File: src/rtl/noc_local_inject_queue.sv
// Local-port injection FIFO: valid/ready from the packetizer, void/stop toward the router,
// with a head/tail framing checker. One-cycle write-to-output latency; full queue drops flit_ready_out.
module noc_local_inject_queue #(
  parameter int Width = 66,
  parameter int Depth = 4,
  parameter int CntW  = $clog2(Depth + 1)
) (
  input  logic             clk,
  input  logic             rst,
  input  logic [Width-1:0] flit_in,
  input  logic             flit_valid_in,
  output logic             flit_ready_out,
  output logic [Width-1:0] data_p_out,
  output logic             data_void_p_out,
  input  logic             stop_p_in,
  output logic [CntW-1:0]  count_out,
  output logic             frame_err_out,
  input  logic             frame_err_clr
);

  localparam int              PtrW    = $clog2(Depth);
  localparam logic [CntW-1:0] FullCnt = CntW'(Depth);

  typedef enum logic {
    ST_IDLE = 1'b0,
    ST_PKT  = 1'b1
  } frame_st_t;

  logic [Width-1:0] r_mem [Depth];
  logic [PtrW-1:0]  r_wr_ptr;
  logic [PtrW-1:0]  r_rd_ptr;
  logic [CntW-1:0]  r_count;
  logic             r_live;
  frame_st_t        r_state;
  logic             r_frame_err;

  logic w_push;
  logic w_pop;
  logic w_empty;
  logic w_head;
  logic w_tail;
  logic w_frame_bad;

  assign w_empty         = (r_count == '0);
  // r_live keeps ready low until the first edge after reset release.
  assign flit_ready_out  = r_live & (r_count < FullCnt);
  assign w_push          = flit_valid_in & flit_ready_out;
  assign w_pop           = ~w_empty & ~stop_p_in;
  assign data_void_p_out = w_empty;
  assign data_p_out      = w_empty ? '0 : r_mem[r_rd_ptr];
  assign count_out       = r_count;
  assign frame_err_out   = r_frame_err;

  assign w_head      = flit_in[Width-1];
  assign w_tail      = flit_in[Width-2];
  // A head is legal only outside a packet, a non-head only inside one.
  assign w_frame_bad = (w_head == (r_state == ST_PKT));

  always_ff @(posedge clk) begin
    if (w_push) begin
      r_mem[r_wr_ptr] <= flit_in;
    end
  end

  always_ff @(posedge clk or negedge rst) begin
    if (!rst) begin
      r_wr_ptr <= '0;
      r_rd_ptr <= '0;
      r_count  <= '0;
      r_live   <= 1'b0;
    end else begin
      r_live <= 1'b1;
      if (w_push) begin
        r_wr_ptr <= r_wr_ptr + PtrW'(1);
      end
      if (w_pop) begin
        r_rd_ptr <= r_rd_ptr + PtrW'(1);
      end
      case ({w_push, w_pop})
        2'b10:   r_count <= r_count + CntW'(1);
        2'b01:   r_count <= r_count - CntW'(1);
        default: r_count <= r_count;
      endcase
    end
  end

  always_ff @(posedge clk or negedge rst) begin
    if (!rst) begin
      r_state     <= ST_IDLE;
      r_frame_err <= 1'b0;
    end else begin
      if (w_push) begin
        if (w_head) begin
          r_state <= w_tail ? ST_IDLE : ST_PKT;
        end else if (r_state == ST_PKT && !w_tail) begin
          r_state <= ST_PKT;
        end else begin
          r_state <= ST_IDLE;
        end
      end
      if (w_push && w_frame_bad) begin
        r_frame_err <= 1'b1;
      end else if (frame_err_clr) begin
        r_frame_err <= 1'b0;
      end
    end
  end

endmodule

File: config.mk
export PLATFORM = sky130hd
export DESIGN_NAME = noc_local_inject_queue
export DESIGN_NICKNAME = d
export VERILOG_FILES = /design/src/rtl/noc_local_inject_queue.sv
export SDC_FILE = /design/constraint.sdc
export NUM_CORES = 1
export LEC_CHECK = 0
export BUFFER_PORTS_ARGS = -buffer_cell sky130_fd_sc_hd__buf_2
export CAP_MARGIN = 10
export CORE_MARGIN = 2
export CORE_UTILIZATION = 57
export DETAILED_ROUTE_END_ITERATION = 7
export GPL_TIMING_DRIVEN = 0
export HOLD_SLACK_MARGIN = 0.06
export PLACE_DENSITY_LB_ADDON = 0.12
export SYNTH_ARGS = -nofsm -noshare
export SYNTH_HDL_FRONTEND = slang
export SYNTH_SLANG_ARGS = --single-unit
File: constraint.sdc
create_clock -name clk -period 3.45 [get_ports clk]
set_clock_uncertainty 0.1 [all_clocks]
set_input_delay 0.8625 -clock clk [delete_from_list [all_inputs] [get_ports clk]]
set_output_delay 0.8625 -clock clk [all_outputs]
set_load 0.05 [all_outputs]
==> impl_table.tex <==
\begin{tabular}{lr}
\hline
Metric & Value \\
\hline
\multicolumn{2}{l}{\textbf{Critical path}} \\
\quad Data arrival time of the worst path & 2.33 ns \\
\quad Worst R2R Path Depth & 9 \\
\quad Launching instance or port of the critical path & r\_rd\_ptr[0] \\
\quad R2r endpoint & count\_out[2] \\
\quad Reg-to-Reg Start & count\_out[0] \\
\quad Required time reported for the critical path endpoint & 2.49 ns \\
\quad Category of the worst setup path capture point & output pin \\
\quad Biggest fanout along the worst timing path & 10 \\
\quad Type of the worst setup path & flop to output pin \\
\quad CP Capture Point & data\_p\_out[48] \\
\quad Setup slack on the worst flop-to-flop path & 0.93 ns \\
\quad Startpoint Class & flop \\
\multicolumn{2}{l}{\textbf{Die}} \\
\quad Number of placement rows & 49 \\
\quad Ports & 143 \\
\quad Chip Width & 139.6 um \\
\quad Area of the die & 19480 um\^{}2 \\
\quad Die Height & 139.6 um \\
\quad Core ar. & 18020 um\^{}2 \\
\quad Starting density of the core & 58.13\% \\
\multicolumn{2}{l}{\textbf{Detailed routing}} \\
\quad Wirelength per Cell & 20.51 um \\
\quad Post-detailed-route DRC marker count & 0 \\
\quad Post-detailed-route count of antenna-violating nets & 0 \\
\quad Count of vias placed by the detailed router & 4928 \\
\quad Drt initial violations & 237 \\
\quad Number of optimization iterations in the first detailed-route pass & 4 \\
\quad Via density & 5.543 \\
\quad Post-Route WL & 18240 um \\
\multicolumn{2}{l}{\textbf{Pwr}} \\
\quad Switching pwr & 4536 uW \\
\quad Share of total power in combinational logic & 42.1\% \\
\quad Power share of the clock group & 22.8\% \\
\quad Proportion of total power due to net switching & 39.39\% \\
\quad Static leakage power & 0.004336 uW \\
\quad Areal power density over the cells & 929.1 nW/um\^{}2 \\
\quad Relative contribution of sequential cells to total power & 35.1\% \\
\quad Worst IR Drop VDD & 576.1 uV \\
\quad Total Power Consumption & 11520 uW \\
\quad Pint & 6980 uW \\
\multicolumn{2}{l}{\textbf{STA}} \\
\quad Hold slack & 0.1005 ns \\
\quad Sum Neg Setup Slack & 0 ns \\
\quad Hold Fails Final Rpt & 0 \\
\quad Setup repair after global routing missed its margin & false \\
\quad Slew Limit Headroom & 55.10\% \\
\quad Final max-slew violation count & 0 \\
\quad Min cycle time layout & 3.297 ns \\
\quad Number of endpoints failing setup at the final stage & 0 \\
\quad Least-Margin Pin Slew & 0.6734 ns \\
\quad Final Cycle Share & 95.57\% \\
\quad FMAX & 0.3033 GHz \\
\multicolumn{2}{l}{\textbf{Finish}} \\
\quad Total Nets Final & 717 \\
\quad Proportion of layout cells with a drive suffix above 1 & 40.49\% \\
\quad Final-layout fill cell count & 1174 \\
\quad Area growth from synthesis to layout & 18.29\% \\
\quad Leading cell types in the layout, fill and taps excluded & 264 x sky130\_fd\_sc\_hd\_\_edfxtp\_1, 149 x sky130\_fd\_sc\_hd\_\_buf\_2, 67 x sky130\_fd\_sc\_hd\_\_nor2b\_1 \\
\quad Most common cell after layout, fill and taps aside & sky130\_fd\_sc\_hd\_\_edfxtp\_1 \\
\multicolumn{2}{l}{\textbf{Place}} \\
\quad Final HPWL DP & 11120 um \\
\quad \# port buffers & 142 \\
\quad Routability-driven placement congestion ratio & 0.6917 \\
\multicolumn{2}{l}{\textbf{Global routing}} \\
\quad Vias in the first global route & 5256 \\
\quad Pin count of the biggest net entering global routing & 43 \\
\quad Antenna violations before repair & 3 \\
\quad GRT Util Overall & 19.19\% \\
\quad First-pass GRT wire length & 28650 um \\
\quad Final global-route overflow total & 0 \\
\multicolumn{2}{l}{\textbf{Min path}} \\
\quad Class of the tightest hold or removal check & input port to asynchronous set/reset pin \\
\multicolumn{2}{l}{\textbf{Synth}} \\
\quad Primary flip-flop cell chosen by synthesis mapping & sky130\_fd\_sc\_hd\_\_edfxtp\_1 \\
\quad Post-synthesis average cell area & 22.48 um\^{}2 \\
\quad Post-synthesis async set-or-reset flop share & 3.650\% \\
\quad Synth Net Count & 543 \\
\quad EDFF count, synth & 264 \\
\quad Unique cell type count in the Yosys netlist & 26 \\
\quad Sequential-to-total area share from yosys stat & 78.05\% \\
\quad Syn Inst Count & 466 \\
\quad Yosys warns & 0 \\
\quad Register bit count reported by yosys & 274 \\
\quad Post-Synthesis Cell Area & 10480 um\^{}2 \\
\multicolumn{2}{l}{\textbf{Clocking}} \\
\quad Inserted Clock Buffers & 27 \\
\quad Maximum number of buffers from clock root to sink & 3 \\
\quad Number of H-tree levels & 1 \\
\quad Skew-Pair Late Insertion Delay & 0.51 ns \\
\quad TritonCTS clock tree & built \\
\quad Clock-pin transition on the worst setup and hold timing paths & 0.06 ns \\
\quad Number of clock sinks & 274 \\
\quad Post-CTS repair timing setup buffer count & 0 \\
\quad CTS root buf & sky130\_fd\_sc\_hd\_\_clkbuf\_16 \\
\multicolumn{2}{l}{\textbf{Status}} \\
\quad Status & complete, no violations \\
\multicolumn{2}{l}{\textbf{Run}} \\
\quad MaxCap Viol Count & 0 \\
\hline
\end{tabular}
timing repair:
item | in CTS | in global routing
setup endpoints to repair | 13 | 0
resized for setup | 1 | 0
hold buffers | 0 | 0
cell usage after synthesis, drive strengths merged (2+ instances only):
cell    count  area (um^2)
a21oi       2        10.01
and2        4        25.02
buf        14        91.33
clkbuf      9        35.03
dfrtp      10        250.2
edfxtp    264         7928
ha          5        62.56
inv         7        26.28
mux4       66         1486
nor2        2        7.510
nor2b      67        419.2
xnor2       2        17.52
xor2        5        43.79
power by group through the flow:
stage / Clock, uW / Sequential, uW / Combinational (uW)
6_report: 2630 / 4040 / 4840
5_1_grt: 2810 / 4060 / 5120
4_1_cts: 2700 / 4040 / 4920
3_5_place_dp: 0 / 4110 / 4910
3_3_place_gp: 0 / 4120 / 4850
2_1_floorplan: 0 / 4170 / 3760
worst max-delay path, cell delays in order, from the launching register on:
cell	delay, ns
sky130_fd_sc_hd__dfrtp_1	0.34
sky130_fd_sc_hd__clkbuf_2	0.17
sky130_fd_sc_hd__buf_6	0.20
sky130_fd_sc_hd__buf_6	0.21
sky130_fd_sc_hd__mux4_2	0.52
sky130_fd_sc_hd__nor2b_1	0.15
sky130_fd_sc_hd__buf_2	0.23
worst min-delay path by stage:
stage                        from             to  slack, ns  depth (start not counted)
global placement     count_out[0]   count_out[0]       0.43                          1
detailed placement  frame_err_out  frame_err_out       0.43                          2
global route                  rst   count_out[1]       0.10                          1
CTS                           rst   count_out[1]       0.09                          1
floorplan                 r_state        r_state       0.41                          2
finish                        rst   count_out[1]       0.10                          1
cells by family (layout without fill, tap and decap cells):
family          count (synthesis)  in the layout  synth area share (%)
compound gates                  4              4                0.2030
xor+xnor                        7              7                0.5852
flops                         274            274                 78.05
simple gates                   77             77                 4.598
fa+ha+maj                       6              6                0.7882
buf+inv                        30            221                 1.457
mux                            67             67                 14.28
other cells                     1              4               0.03579
final cells by class:
cell class	count	area, um^2	share of cell area [%]
clock inverter	14	95.09	0.7672
clock buffer	32	694.4	5.603
inverter	7	26.28	0.2120
tap	229	286.5	2.312
timing repair buffer	146	820.8	6.622
multi-input combinational	162	2163	17.45
antenna	3	7.507	0.06057
sequential	274	8178	65.98
buffer	22	122.6	0.9893
metal layers:
layer  part of all wire [%]  routed length, um  vias to the layer above  track usage [%]
met5                  0.071                 13                        -                0
met2                     50               9044                      136            31.48
met4                    1.9                342                        2            5.421
met1                     42               7659                     2532            26.15
met3                    6.4               1176                       31            4.921
li1                       -                  -                     2227                -
flip-flops by register name (all words and copies together) (netlist names):
| name | count |
|---|---|
| r_live | 1 |
| count_out | 3 |
| r_rd_ptr | 2 |
| frame_err_out | 1 |
| r_mem | 264 |
| r_state | 1 |
| r_wr_ptr | 2 |
per-stage QoR:
step,worst slack [ns],cell area (um^2),cells,utilization (%)
CTS,0.09576,12390,886,68.72
global placement,-1.380,11470,837,63.66
floorplan,0.05728,10480,466,-
finish,0.1529,12390,889,68.76
global route,0.006520,12390,887,68.74
detailed placement,0.2327,11590,841,64.33
No activity file was read; power rests on OpenSTA's default activity.
